==> src/rtl/spi_dac_pkg.sv <==
// Shared types and defaults for the SPI DAC sequencer and its serial-clock divider.
`timescale 1ns/1ps
package spi_dac_pkg;

    localparam int DEF_DATA_W  = 16;
    localparam int DEF_CLK_DIV = 2;

    typedef enum logic [2:0] {
        ST_IDLE,
        ST_SETUP,
        ST_SHIFT,
        ST_HOLD,
        ST_GAP
    } state_t;

    function automatic int max4(input int a, input int b, input int c, input int d);
        int m;
        m = a;
        if (b > m) m = b;
        if (c > m) m = c;
        if (d > m) m = d;
        return m;
    endfunction

endpackage

==> src/rtl/spi_sclk_gen.sv <==
// SCLK divider: idle low while disabled, first edge after enable is rising, CLK_DIV cycles later.
`timescale 1ns/1ps
module spi_sclk_gen #(
    parameter int CLK_DIV = 2
) (
    input  logic clk_in,
    input  logic reset,
    input  logic en,
    output logic sclk,
    output logic rise_stb,
    output logic fall_stb
);

    localparam int CW = $clog2(CLK_DIV + 1);

    logic [CW-1:0] r_cnt;
    logic          r_sclk;
    logic          w_tick;

    // Strobes flag the cycle whose closing edge flips sclk, so the sequencer
    // updates mosi on that very edge rather than one cycle later.
    assign w_tick   = en && (r_cnt == CW'(CLK_DIV - 1));
    assign rise_stb = w_tick && !r_sclk;
    assign fall_stb = w_tick &&  r_sclk;
    assign sclk     = r_sclk;

    always_ff @(posedge clk_in or posedge reset) begin
        if (reset) begin
            r_cnt  <= '0;
            r_sclk <= 1'b0;
        end else if (!en) begin
            r_cnt  <= '0;
            r_sclk <= 1'b0;
        end else if (w_tick) begin
            r_cnt  <= '0;
            r_sclk <= !r_sclk;
        end else begin
            r_cnt  <= r_cnt + 1'b1;
        end
    end

endmodule

==> src/rtl/spi_dac_sequencer.sv <==
// One SPI mode-0 write per accepted sample word: owns cs_n, frame timing and the SCLK gate.
`timescale 1ns/1ps
module spi_dac_sequencer
    import spi_dac_pkg::*;
#(
    parameter int DATA_W   = DEF_DATA_W,
    parameter int CLK_DIV  = DEF_CLK_DIV,
    parameter int CS_SETUP = 2,
    parameter int CS_HOLD  = 2,
    parameter int GAP      = 4
) (
    input  logic              clk_in,
    input  logic              reset,
    input  logic              s_valid,
    input  logic [DATA_W-1:0] s_data,
    output logic              s_ready,
    input  logic              abort,
    output logic              busy,
    output logic              done,
    output logic              sclk,
    output logic              mosi,
    output logic              cs_n
);

    localparam int CNT_W = $clog2(max4(CLK_DIV, CS_SETUP, CS_HOLD, GAP) + 1);
    localparam int BIT_W = $clog2(DATA_W + 1);

    if (CLK_DIV < 1) begin : g_bad_div
        $error("spi_dac_sequencer: CLK_DIV must be at least 1");
    end
    if (CS_SETUP < 1 || CS_HOLD < 1 || GAP < 1 || DATA_W < 2) begin : g_bad_timing
        $error("spi_dac_sequencer: CS_SETUP/CS_HOLD/GAP must be >= 1 and DATA_W >= 2");
    end

    state_t             r_state;
    state_t             w_state_nxt;
    logic [CNT_W-1:0]   r_cnt;
    logic [BIT_W-1:0]   r_bits;
    logic [DATA_W-1:0]  r_shift;
    logic               r_cs_n;
    logic               r_ready;
    logic               r_busy;
    logic               r_done;
    logic               r_aborted;
    logic               w_abort_exit;
    logic               w_enter;
    logic               w_sclk_en;
    logic               w_rise;
    logic               w_fall;

    // Abort gates the divider in the same cycle so sclk is low on the edge that leaves SHIFT.
    assign w_sclk_en = (r_state == ST_SHIFT) && !abort;

    spi_sclk_gen #(
        .CLK_DIV (CLK_DIV)
    ) u_sclk_gen (
        .clk_in   (clk_in),
        .reset    (reset),
        .en       (w_sclk_en),
        .sclk     (sclk),
        .rise_stb (w_rise),
        .fall_stb (w_fall)
    );

    always_comb begin
        w_state_nxt  = r_state;
        w_abort_exit = 1'b0;
        case (r_state)
            ST_IDLE:  if (s_valid && r_ready) w_state_nxt = ST_SETUP;
            ST_SETUP: begin
                if (abort) begin
                    w_state_nxt  = ST_GAP;
                    w_abort_exit = 1'b1;
                end else if (r_cnt == '0) begin
                    w_state_nxt  = ST_SHIFT;
                end
            end
            ST_SHIFT: begin
                if (abort) begin
                    w_state_nxt  = ST_GAP;
                    w_abort_exit = 1'b1;
                end else if (w_fall && r_bits == '0) begin
                    w_state_nxt  = ST_HOLD;
                end
            end
            ST_HOLD: begin
                if (abort) begin
                    w_state_nxt  = ST_GAP;
                    w_abort_exit = 1'b1;
                end else if (r_cnt == '0) begin
                    w_state_nxt  = ST_GAP;
                end
            end
            ST_GAP:   if (r_cnt == '0) w_state_nxt = ST_IDLE;
            default:  w_state_nxt = ST_IDLE;
        endcase
    end

    assign w_enter = (w_state_nxt != r_state);

    always_ff @(posedge clk_in or posedge reset) begin
        if (reset) r_state <= ST_IDLE;
        else       r_state <= w_state_nxt;
    end

    always_ff @(posedge clk_in or posedge reset) begin
        if (reset) begin
            r_cnt     <= '0;
            r_bits    <= '0;
            r_shift   <= '0;
            r_cs_n    <= 1'b1;
            r_ready   <= 1'b0;
            r_busy    <= 1'b0;
            r_done    <= 1'b0;
            r_aborted <= 1'b0;
        end else begin
            r_ready <= (w_state_nxt == ST_IDLE);
            r_busy  <= (w_state_nxt != ST_IDLE);
            r_cs_n  <= !(w_state_nxt inside {ST_SETUP, ST_SHIFT, ST_HOLD});
            r_done  <= (r_state == ST_GAP) && (w_state_nxt == ST_IDLE) && !r_aborted;

            if (w_enter && w_state_nxt == ST_GAP)
                r_aborted <= w_abort_exit;

            // Counters load duration-1 on state entry and count down to zero.
            if (w_enter) begin
                case (w_state_nxt)
                    ST_SETUP: r_cnt <= CNT_W'(CS_SETUP - 1);
                    ST_HOLD:  r_cnt <= CNT_W'(CS_HOLD - 1);
                    ST_GAP:   r_cnt <= CNT_W'(GAP - 1);
                    default:  r_cnt <= '0;
                endcase
            end else if (r_cnt != '0) begin
                r_cnt <= r_cnt - 1'b1;
            end

            if (w_enter && w_state_nxt == ST_SHIFT)
                r_bits <= BIT_W'(DATA_W);
            else if (w_rise)
                r_bits <= r_bits - 1'b1;

            // The final fall (no bits left) does not shift, so mosi holds the LSB through HOLD.
            if (r_state == ST_IDLE && w_state_nxt == ST_SETUP)
                r_shift <= s_data;
            else if (w_enter && w_state_nxt == ST_GAP)
                r_shift <= '0;
            else if (w_fall && r_bits != '0)
                r_shift <= {r_shift[DATA_W-2:0], 1'b0};
        end
    end

    assign s_ready = r_ready;
    assign busy    = r_busy;
    assign done    = r_done;
    assign cs_n    = r_cs_n;
    assign mosi    = r_shift[DATA_W-1];

endmodule

==> config.mk <==
export PLATFORM = sky130hd
export DESIGN_NAME = spi_dac_sequencer
export DESIGN_NICKNAME = d
export VERILOG_FILES = /design/src/rtl/spi_dac_pkg.sv /design/src/rtl/spi_sclk_gen.sv /design/src/rtl/spi_dac_sequencer.sv
export SDC_FILE = /design/constraint.sdc
export NUM_CORES = 1
export LEC_CHECK = 0
export ABC_CLOCK_PERIOD_IN_PS = 2900
export CORE_AREA = 5 5 96 53
export CTS_CLUSTER_SIZE = 16
export DETAILED_ROUTE_END_ITERATION = 6
export DIE_AREA = 0 0 101 58
export PLACE_DENSITY = 0.67
export REMOVE_ABC_BUFFERS = 1
export SETUP_SLACK_MARGIN = 0.5
export SLEW_MARGIN = 5
export SYNTH_ARGS = -nofsm -noshare
export SYNTH_HDL_FRONTEND = slang
export SYNTH_HIERARCHICAL = 1
export SYNTH_SLANG_ARGS = --single-unit
==> constraint.sdc <==
create_clock -name clk_in -period 2.9 [get_ports clk_in]
set_input_delay 0.58 -clock clk_in [delete_from_list [all_inputs] [get_ports clk_in]]
set_output_delay 0.58 -clock clk_in [all_outputs]
set_load 0.1 [all_outputs]
==> results of run 1 <==
[power breakdown]
part / switching [mW] / internal, mW / leakage, nW
combinational: 0.569 / 0.315 / 0.527
sequential: 0.132 / 0.656 / 0.450
clock: 0.157 / 0.170 / 0.0395
[logic make-up after synthesis]
logic type | synth area share, %
adder cells (fa/ha/maj) | 2.79
buffers and inverters | 5.16
AO/OA/AOI/OAI | 14.6
XOR/XNOR | 2.93
flip-flops | 48.9
multiplexers | 8.37
AND/OR/NAND/NOR | 17.2
[per-layer routing]
metal	wire length, um	vias up	part of all wire [%]
met4	0	0	0
met2	1510	25	43
met5	0	-	0
met3	170	0	4.8
met1	1860	636	52
li1	-	644	-
[worst max-delay path: stages]
cell             delay, ns
clkdlybuf4s50_1       0.49
nor2_1                0.24
and2_1                0.21
and3_1                0.20
nand4_1               0.09
nand2_1               0.20
a2111oi_1             0.11
a211oi_1              0.26
[how the worst max path moves through the flow]
stage / end / slack [ns]
5_1_grt: r_bits[4] / 0.50
4_1_cts: r_bits[3] / 0.55
3_3_place_gp: r_bits[3] / 0.40
2_1_floorplan: r_shift[11] / -0.28
6_report: r_cnt[0] / 0.68
3_5_place_dp: r_bits[3] / 0.28
[registers in the layout (all words and copies together) (netlist names)]
signal and count:
r_shift 16, r_bits 5, r_cnt 3, r_state 3
u_sclk_gen/r_cnt 2, busy 1, cs_n 1, done 1
r_aborted 1, s_ready 1, u_sclk_gen/sclk 1
[area by class of cell]
| type | count | area [um^2] |
|---|---|---|
| clock buffers | 8 | 80.1 |
| flip-flops and latches | 35 | 877 |
| repair buffers | 28 | 258 |
| inverters | 6 | 22.5 |
| multi-input cells | 122 | 842 |
| well taps | 57 | 71.3 |
| fillers | 362 | 2040 |
[cell usage in the layout (no fill, tap or decap), types with 5 or more instances in the layout]
| cell | n |
|---|---|
| nor2_1 | 10 |
| dfrtp_1 | 34 |
| buf_4 | 9 |
| clkdlybuf4s50_1 | 19 |
| o21ai_2 | 9 |
| inv_1 | 6 |
| o21ai_0 | 8 |
| nand2_1 | 24 |
| clkbuf_8 | 5 |
| mux2i_1 | 15 |
[timing repair]
action / in CTS / in global routing
setup endpoints to repair: 0 / 4
setup buffers: 0 / 0
gates resized for setup: 0 / 4
==> flow_summary.json, run 1 <==
{
  "slew_headroom_pct": 56.1,
  "grt_busiest_layer": "met1",
  "seq_area_frac_synth_pct": 48.9,
  "cts_tree": "done",
  "cp_max_fo": 5,
  "place_congestion": 0.814,
  "hp-class": "reg2reg",
  "htreeDepth": 2,
  "die_area_um2": 5860,
  "final.setup_skew_ns": 0.00932,
  "status": "finished, final reports clean",
  "hold_violations": 0,
  "drv_slew": 0,
  "ys_async_sr_fraction_pct": 100,
  "hold_start": "r_aborted",
  "route.detailed.drc": 0,
  "yosys_most_used_dff": "dfrtp_1",
  "via_count": 1305,
  "core_area_um2": 4190,
  "p_total_mw": 2.00,
  "grt_max_degree": 33,
  "ant_nets": 0,
  "whs_path_depth": 1,
  "worstSkewPairLatency_ns": 0.28,
  "final_util_pct": 51.3,
  "fin_ws_ns": 0.677,
  "cts_hold_buf": 0,
  "hpwl_um": 2650,
  "ys_ff_latch": 35,
  "track_usage_pct": 13.6,
  "drive_above_1_share_pct": 16.6,
  "synth_top_area_share_pct": 47.5,
  "synth_edf_count": 0,
  "drt_wl_total_um": 3540,
  "clk_pin_slew_ns": 0.06,
  "io_buffers": 25,
  "num_antenna_cells": 0,
  "grt_pass1_wl_um": 6310,
  "r2r_start": "r_cnt[0]",
  "worstSetupEndpointType": "flip-flop",
  "cts_sinks": 35,
  "drt_iter0_drc": 39,
  "r2r_end": "r_shift[15]",
  "antenna_found_initial": 0,
  "fin_area_um2": 2150,
  "synth_cell_types": 45,
  "die_h_um": 58,
  "rsz0062_at_grt": "false",
  "synth_top_cell_by_area": "dfrtp_1",
  "post-place-cells": 248,
  "cts-buffers-inserted": 5,
  "initial_utilization_pct": 42.8,
  "netlist_area_um2": 1790,
  "worstSetupStartpoint": "abort",
  "post_drt_wl_per_cell_um": 13.8,
  "use_met3_pct": 4.21,
  "synth_common_cells": "34 x dfrtp_1, 24 x nand2_1, 15 x mux2i_1",
  "fmax_ghz": 0.450,
  "grt.overflow.total": 0,
  "holdWs_ns": 0.465,
  "cp-start-kind": "input port",
  "dr.pass1.iters": 4,
  "crit_arrival_ns": 2.39,
  "syn_area_per_cell_um2": 10.5,
  "cts.path.max_buffers": 2,
  "chipWidth_um": 101,
  "worst_pin_slew_ns": 0.654,
  "synth_warnings": 6,
  "synth.area.top_cells": "dfrtp_1 47%, mux2i_1 8.4%, nand2_1 5.0%",
  "worst_ep_required_time_ns": 3.07,
  "crit_type": "in2reg",
  "yosysMostFrequentCell": "dfrtp_1",
  "met1_usage_pct": 19.9,
  "root_buffer": "clkbuf_8",
  "finalSetupTns_ns": 0,
  "p_leak_nw": 1.02,
  "nNetsFinal": 222,
  "ir_drop_v": 0.000693,
  "p_per_area_nw_per_um2": 930,
  "vias_per_cell": 5.10,
  "stdcell_count": 256,
  "rr_worst_depth": 7,
  "syn_inst": 171,
  "setup_viol": 0,
  "grt_pass1_vias": 1283,
  "dpl_worst_slack_ns": 0.281,
  "r2r_setup_slack_ns": 0.80,
  "layout_min_cycle_time_ns": 2.22,
  "finalCritPeriodShare_pct": 76.7,
  "post_dp_cell_area_um2": 2060,
  "drv_cap": 0,
  "rows": 17,
  "use_met2_pct": 19.7,
  "area_growth_pct": 20.0,
  "io_pins": 26,
  "min_to": "done"
}
No activity file was read; power rests on OpenSTA's default activity.
==> inputs of run 2 (changes only) <==
--- a/config.mk
+++ b/config.mk
@@ -5,7 +5,7 @@
 export SDC_FILE = /design/constraint.sdc
 export NUM_CORES = 1
 export LEC_CHECK = 0
-export ABC_CLOCK_PERIOD_IN_PS = 2900
+export ABC_CLOCK_PERIOD_IN_PS = 2270
 export CORE_AREA = 5 5 96 53
 export CTS_CLUSTER_SIZE = 16
 export DETAILED_ROUTE_END_ITERATION = 6
==> constraint.sdc (replaced) <==
create_clock -name clk_in -period 2.27 [get_ports clk_in]
set_input_delay 0.454 -clock clk_in [delete_from_list [all_inputs] [get_ports clk_in]]
set_output_delay 0.454 -clock clk_in [all_outputs]
set_load 0.1 [all_outputs]
==> flow_summary.json, run 2 (same netlist as run 1, synthesis figures left out) <==
{
  "drt_iter0_drc": 79,
  "r2r_setup_slack_ns": 0.50,
  "grt_pass1_wl_um": 6680,
  "cts_sinks": 35,
  "nNetsFinal": 241,
  "hold_violations": 0,
  "post_drt_wl_per_cell_um": 15.5,
  "crit_slowest_cell": "dfrtp_1",
  "r2r_start": "r_bits[0]",
  "route.detailed.drc": 0,
  "fin_area_um2": 2520,
  "multi_input_area_um2": 992,
  "dr.pass1.iters": 4,
  "cp_max_fo": 8,
  "fill_cells": 321,
  "root_buffer": "clkbuf_8",
  "final_util_pct": 60.2,
  "status": "finished, final reports clean",
  "initial_utilization_pct": 42.8,
  "chipWidth_um": 101,
  "worstSetupEndpointType": "flip-flop",
  "rsz0062_at_grt": "true",
  "die_h_um": 58,
  "grt.overflow.total": 0,
  "path_cells": "inv_2, ha_4, nor4b_4, nand2b_4, clkbuf_16, mux2i_1, o21ai_2",
  "cp.depth": 7,
  "p_total_mw": 3.00,
  "largest-register": "r_shift",
  "crit_arrival_ns": 1.95,
  "final.setup_skew_ns": 0.00792,
  "via_count": 1444,
  "num_antenna_cells": 0,
  "layout_min_cycle_time_ns": 1.77,
  "fmax_ghz": 0.565,
  "crit_type": "reg2reg",
  "drv_cap": 0,
  "vias_per_cell": 5.25,
  "htreeDepth": 2,
  "worstSkewPairLatency_ns": 0.29,
  "endpoint": "r_shift[9]",
  "rr_worst_depth": 7,
  "post_dp_cell_area_um2": 2130,
  "mostFrequentLayoutCell": "dfrtp_1",
  "reg.largest.list": "r_shift (16), r_bits (5)",
  "worstSetupStartpoint": "r_bits[0]",
  "cts.path.max_buffers": 2,
  "cts-buffers-inserted": 5,
  "drive_above_1_share_pct": 34.9,
  "finalCritPeriodShare_pct": 78.0,
  "r2r_end": "r_shift[9]",
  "grt_max_degree": 21,
  "track_usage_pct": 14.8,
  "slowest_delay_ns": 0.43,
  "post-place-cells": 254,
  "grt_pass1_vias": 1424,
  "drt_wl_total_um": 4260,
  "setup_viol": 0,
  "path_delay_family": "simple AND/OR/NAND/NOR gates",
  "ant_nets": 0,
  "antenna_found_initial": 0,
  "hp-class": "in2async",
  "cts_hold_buf": 0,
  "worst_pin_slew_ns": 0.546,
  "finalSetupTns_ns": 0,
  "regArea_um2": 881,
  "hpwl_um": 2820,
  "io_buffers": 25,
  "stdcell_count": 275,
  "rows": 17,
  "layout_common_cells": "31 x dfrtp_1, 24 x nand2_1, 23 x buf_4",
  "slew_headroom_pct": 63.5,
  "cp-start-kind": "flip-flop",
  "critPathBufInv": 2,
  "place_congestion": 0.844,
  "core_area_um2": 4190,
  "cts_tree": "done",
  "p_per_area_nw_per_um2": 1190,
  "die_area_um2": 5860,
  "area_growth_pct": 40.7,
  "worst_ep_required_time_ns": 2.45,
  "largest_reg_flops": 16,
  "clk_pin_slew_ns": 0.08,
  "io_pins": 26,
  "ir_drop_v": 0.000968,
  "drv_slew": 0,
  "p_leak_nw": 1.15
}
-- run 2: cell count changes in the layout (fill, tap and decap cells not counted), moves of 3 or more --
cell / delta
mux2i_2: +3
o21ai_0: -4
clkbuf_1: -3
dfrtp_1: -3
mux2i_4: +3
mux2i_1: -6
o21ai_1: +4
dfrtp_2: +3
buf_4: +14
-- run 2: final cells by class --
type | count | area share, %
clock buffer | 6 | 3.27
clock inverter | 2 | 1.39
inverter | 6 | 0.893
multi-input combinational | 123 | 39.3
sequential | 35 | 34.9
tap | 57 | 2.83
timing repair buffer | 46 | 17.4
-- run 2: how the worst min path moves through the flow --
stage,to,slack (ns),cells after the start
2_1_floorplan,u_sclk_gen/r_cnt[0],0.21,1
4_1_cts,u_sclk_gen/sclk,0.36,2
5_1_grt,u_sclk_gen/sclk,0.40,2
3_5_place_dp,done,0.46,1
6_report,u_sclk_gen/sclk,0.39,2
3_3_place_gp,u_sclk_gen/r_cnt[0],0.45,1
-- run 2: per-stage QoR --
step / hold slack (ns) / setup slack, ns
floorplan: 0.208 / -0.911
global placement: 0.447 / 0.0173
detailed placement: 0.458 / -0.0347
CTS: 0.361 / 0.510
global route: 0.400 / 0.405
finish: 0.390 / 0.499
-- run 2: layer usage --
metal | up-vias | share of wire [%] | wire length, um | global-route usage, %
li1 | 691 | - | - | -
met2 | 31 | 46 | 1970 | 22.9
met5 | - | 0 | 0 | 0
met3 | 5 | 4.0 | 170 | 3.97
met1 | 717 | 49 | 2070 | 20.2
met4 | 0 | 1.2 | 49 | 5.11
-- run 2: where the power goes --
group,internal (mW),switching (mW),total [mW]
registers,0.842,0.182,1.02
logic,0.567,0.822,1.39
clock network,0.355,0.226,0.582
total,1.76,1.23,3.00
-- run 2: what timing repair did --
action,in CTS,in global routing
gates resized for setup,15,27
pin swaps,2,3
setup endpoints to repair,20,24
cloned,1,1
buffers inserted,0,11
==> inputs of run 3 (changes only) <==
--- a/config.mk
+++ b/config.mk
@@ -5,7 +5,7 @@
 export SDC_FILE = /design/constraint.sdc
 export NUM_CORES = 1
 export LEC_CHECK = 0
-export ABC_CLOCK_PERIOD_IN_PS = 2270
+export ABC_CLOCK_PERIOD_IN_PS = 1660
 export CORE_AREA = 5 5 96 53
 export CTS_CLUSTER_SIZE = 16
 export DETAILED_ROUTE_END_ITERATION = 6
==> constraint.sdc (replaced) <==
create_clock -name clk_in -period 1.66 [get_ports clk_in]
set_input_delay 0.332 -clock clk_in [delete_from_list [all_inputs] [get_ports clk_in]]
set_output_delay 0.332 -clock clk_in [all_outputs]
set_load 0.1 [all_outputs]
==> flow_summary.json, run 3 (same netlist as run 1, synthesis figures left out) <==
{
  "p_total_mw": 5.07,
  "rr_worst_depth": 7,
  "htreeDepth": 2,
  "rows": 17,
  "initial_utilization_pct": 42.8,
  "p_int_mw": 3.03,
  "worst_ep_required_time_ns": 1.85,
  "rsz0062_at_grt": "true",
  "post-place-cells": 271,
  "io_pins": 26,
  "p_switching_mw": 2.04,
  "post_drt_wl_per_cell_um": 17.3,
  "dr.pass1.iters": 4,
  "r2r_end": "r_shift[8]",
  "hold_violations": 0,
  "chipWidth_um": 101,
  "hp-class": "in2async",
  "combinationalPowerShare_pct": 53.6,
  "fmax_ghz": 0.597,
  "worstSetupEndpointType": "flip-flop",
  "via_count": 1548,
  "grt_max_degree": 21,
  "drt_wl_total_um": 5230,
  "layout_common_cells": "36 x buf_4, 32 x dfrtp_1, 20 x nand2_1",
  "track_usage_pct": 19.1,
  "finalCritPeriodShare_pct": 101,
  "grt_pass1_vias": 1679,
  "cts.path.max_buffers": 2,
  "p_leak_nw": 1.33,
  "drt_iter0_drc": 79,
  "layout_min_cycle_time_ns": 1.68,
  "grt_pass1_wl_um": 8550,
  "endpoint": "r_shift[8]",
  "cts_sinks": 35,
  "drv_cap": 0,
  "drv_slew": 0,
  "root_buffer": "clkbuf_8",
  "largest-register": "r_shift",
  "mostFrequentLayoutCell": "buf_4",
  "die_h_um": 58,
  "holdWs_ns": 0.220,
  "reg.largest.list": "r_shift (16), r_bits (5)",
  "route.detailed.drc": 0,
  "crit_type": "reg2reg",
  "antenna_found_initial": 0,
  "place_congestion": 0.870,
  "ant_nets": 0,
  "io_buffers": 25,
  "worst_pin_slew_ns": 0.354,
  "sw_frac_of_total_pct": 40.2,
  "num_antenna_cells": 0,
  "grt.overflow.total": 0,
  "cts_tree": "done",
  "drive_above_1_share_pct": 50.6,
  "cp-start-kind": "flip-flop",
  "stdcell_count": 302,
  "area_growth_pct": 66.2,
  "vias_per_cell": 5.13,
  "seqPwrFrac_pct": 27.9,
  "setup_viol": 8,
  "cp_max_fo": 8,
  "worstSkewPairLatency_ns": 0.30,
  "r2r_setup_slack_ns": -0.02,
  "largest_reg_flops": 16,
  "worstSetupStartpoint": "r_bits[0]",
  "p_per_area_nw_per_um2": 1700,
  "violations": "setup timing",
  "ir_drop_v": 0.00143,
  "finalSetupTns_ns": -0.0586,
  "status": "finished with violations",
  "final.setup_skew_ns": 0.0124,
  "die_area_um2": 5860,
  "crit_arrival_ns": 1.87,
  "hpwl_um": 2970,
  "nNetsFinal": 268,
  "r2r_start": "r_bits[0]",
  "core_area_um2": 4190,
  "slew_headroom_pct": 76.3,
  "clk_pin_slew_ns": 0.08,
  "fin_ws_ns": -0.0158,
  "cts-buffers-inserted": 5,
  "clockPowerShare_pct": 18.5
}
[run 3: cell count changes in the layout (fill, tap and decap cells not counted), moves of 3 or more]
cell	change
buf_12	+6
nand2_2	+3
nor2_1	-4
buf_4	+13
nand2_1	-4
buf_6	+8
[run 3: how the worst min path moves through the flow]
stage,from,end
after detailed placement,u_sclk_gen/r_cnt[0],u_sclk_gen/r_cnt[0]
after CTS,reset,u_sclk_gen/r_cnt[0]
final,reset,u_sclk_gen/r_cnt[0]
after global routing,reset,u_sclk_gen/r_cnt[0]
after floorplan,reset,u_sclk_gen/r_cnt[0]
after global placement,u_sclk_gen/r_cnt[0],u_sclk_gen/r_cnt[0]
[run 3: routing by layer]
| metal | vias to the layer above | wire, um | GRT usage, % |
|---|---|---|---|
| met2 | 27 | 2600 | 32.2 |
| met1 | 776 | 2320 | 23.5 |
| li1 | 740 | - | - |
| met4 | 0 | 62 | 7.95 |
| met3 | 5 | 247 | 4.81 |
| met5 | - | 0 | 0 |
[run 3: area by class of cell]
| type | instances | area, um^2 |
|---|---|---|
| fillers | 256 | 1210 |
| multi-input cells | 123 | 1120 |
| repair buffers | 73 | 747 |
| inverters | 6 | 22.5 |
| flip-flops and latches | 35 | 880 |
| clock inverters | 3 | 67.6 |
| clock buffers | 5 | 68.8 |
| well taps | 57 | 71.3 |
[run 3: stage by stage]
stage / instance area [um^2] / utilization, % / setup WS (ns)
floorplan: 1720 / - / -1.52
global placement: 2320 / 55.3 / -0.332
detailed placement: 2320 / 55.3 / -0.465
CTS: 2860 / 68.2 / -0.00320
global route: 2980 / 71.1 / -0.122
finish: 2980 / 71.1 / -0.0158
[run 3: power by group through the flow]
stage / registers [mW] / logic, mW / clock network [mW]
floorplan: 1.66 / 0.844 / 0
finish: 1.42 / 2.72 / 0.938
global placement: 1.33 / 1.84 / 0
detailed placement: 1.35 / 1.90 / 0
CTS: 1.37 / 2.50 / 0.942
global route: 1.45 / 2.89 / 0.990
[run 3: critical path, stage by stage, from the launching register on]
cell      delay, ns
dfrtp_1        0.40
inv_2          0.07
ha_1           0.14
nor4b_4        0.24
nand2b_4       0.24
buf_16         0.15
mux2i_2        0.24
o21ai_2        0.09
[run 3: repair_timing]
action,CTS,global route
setup endpoints to repair,37,38
pin swaps,9,13
setup buffers,17,4
gates cloned,2,0
hold buffers,0,0
gates resized for setup,61,21
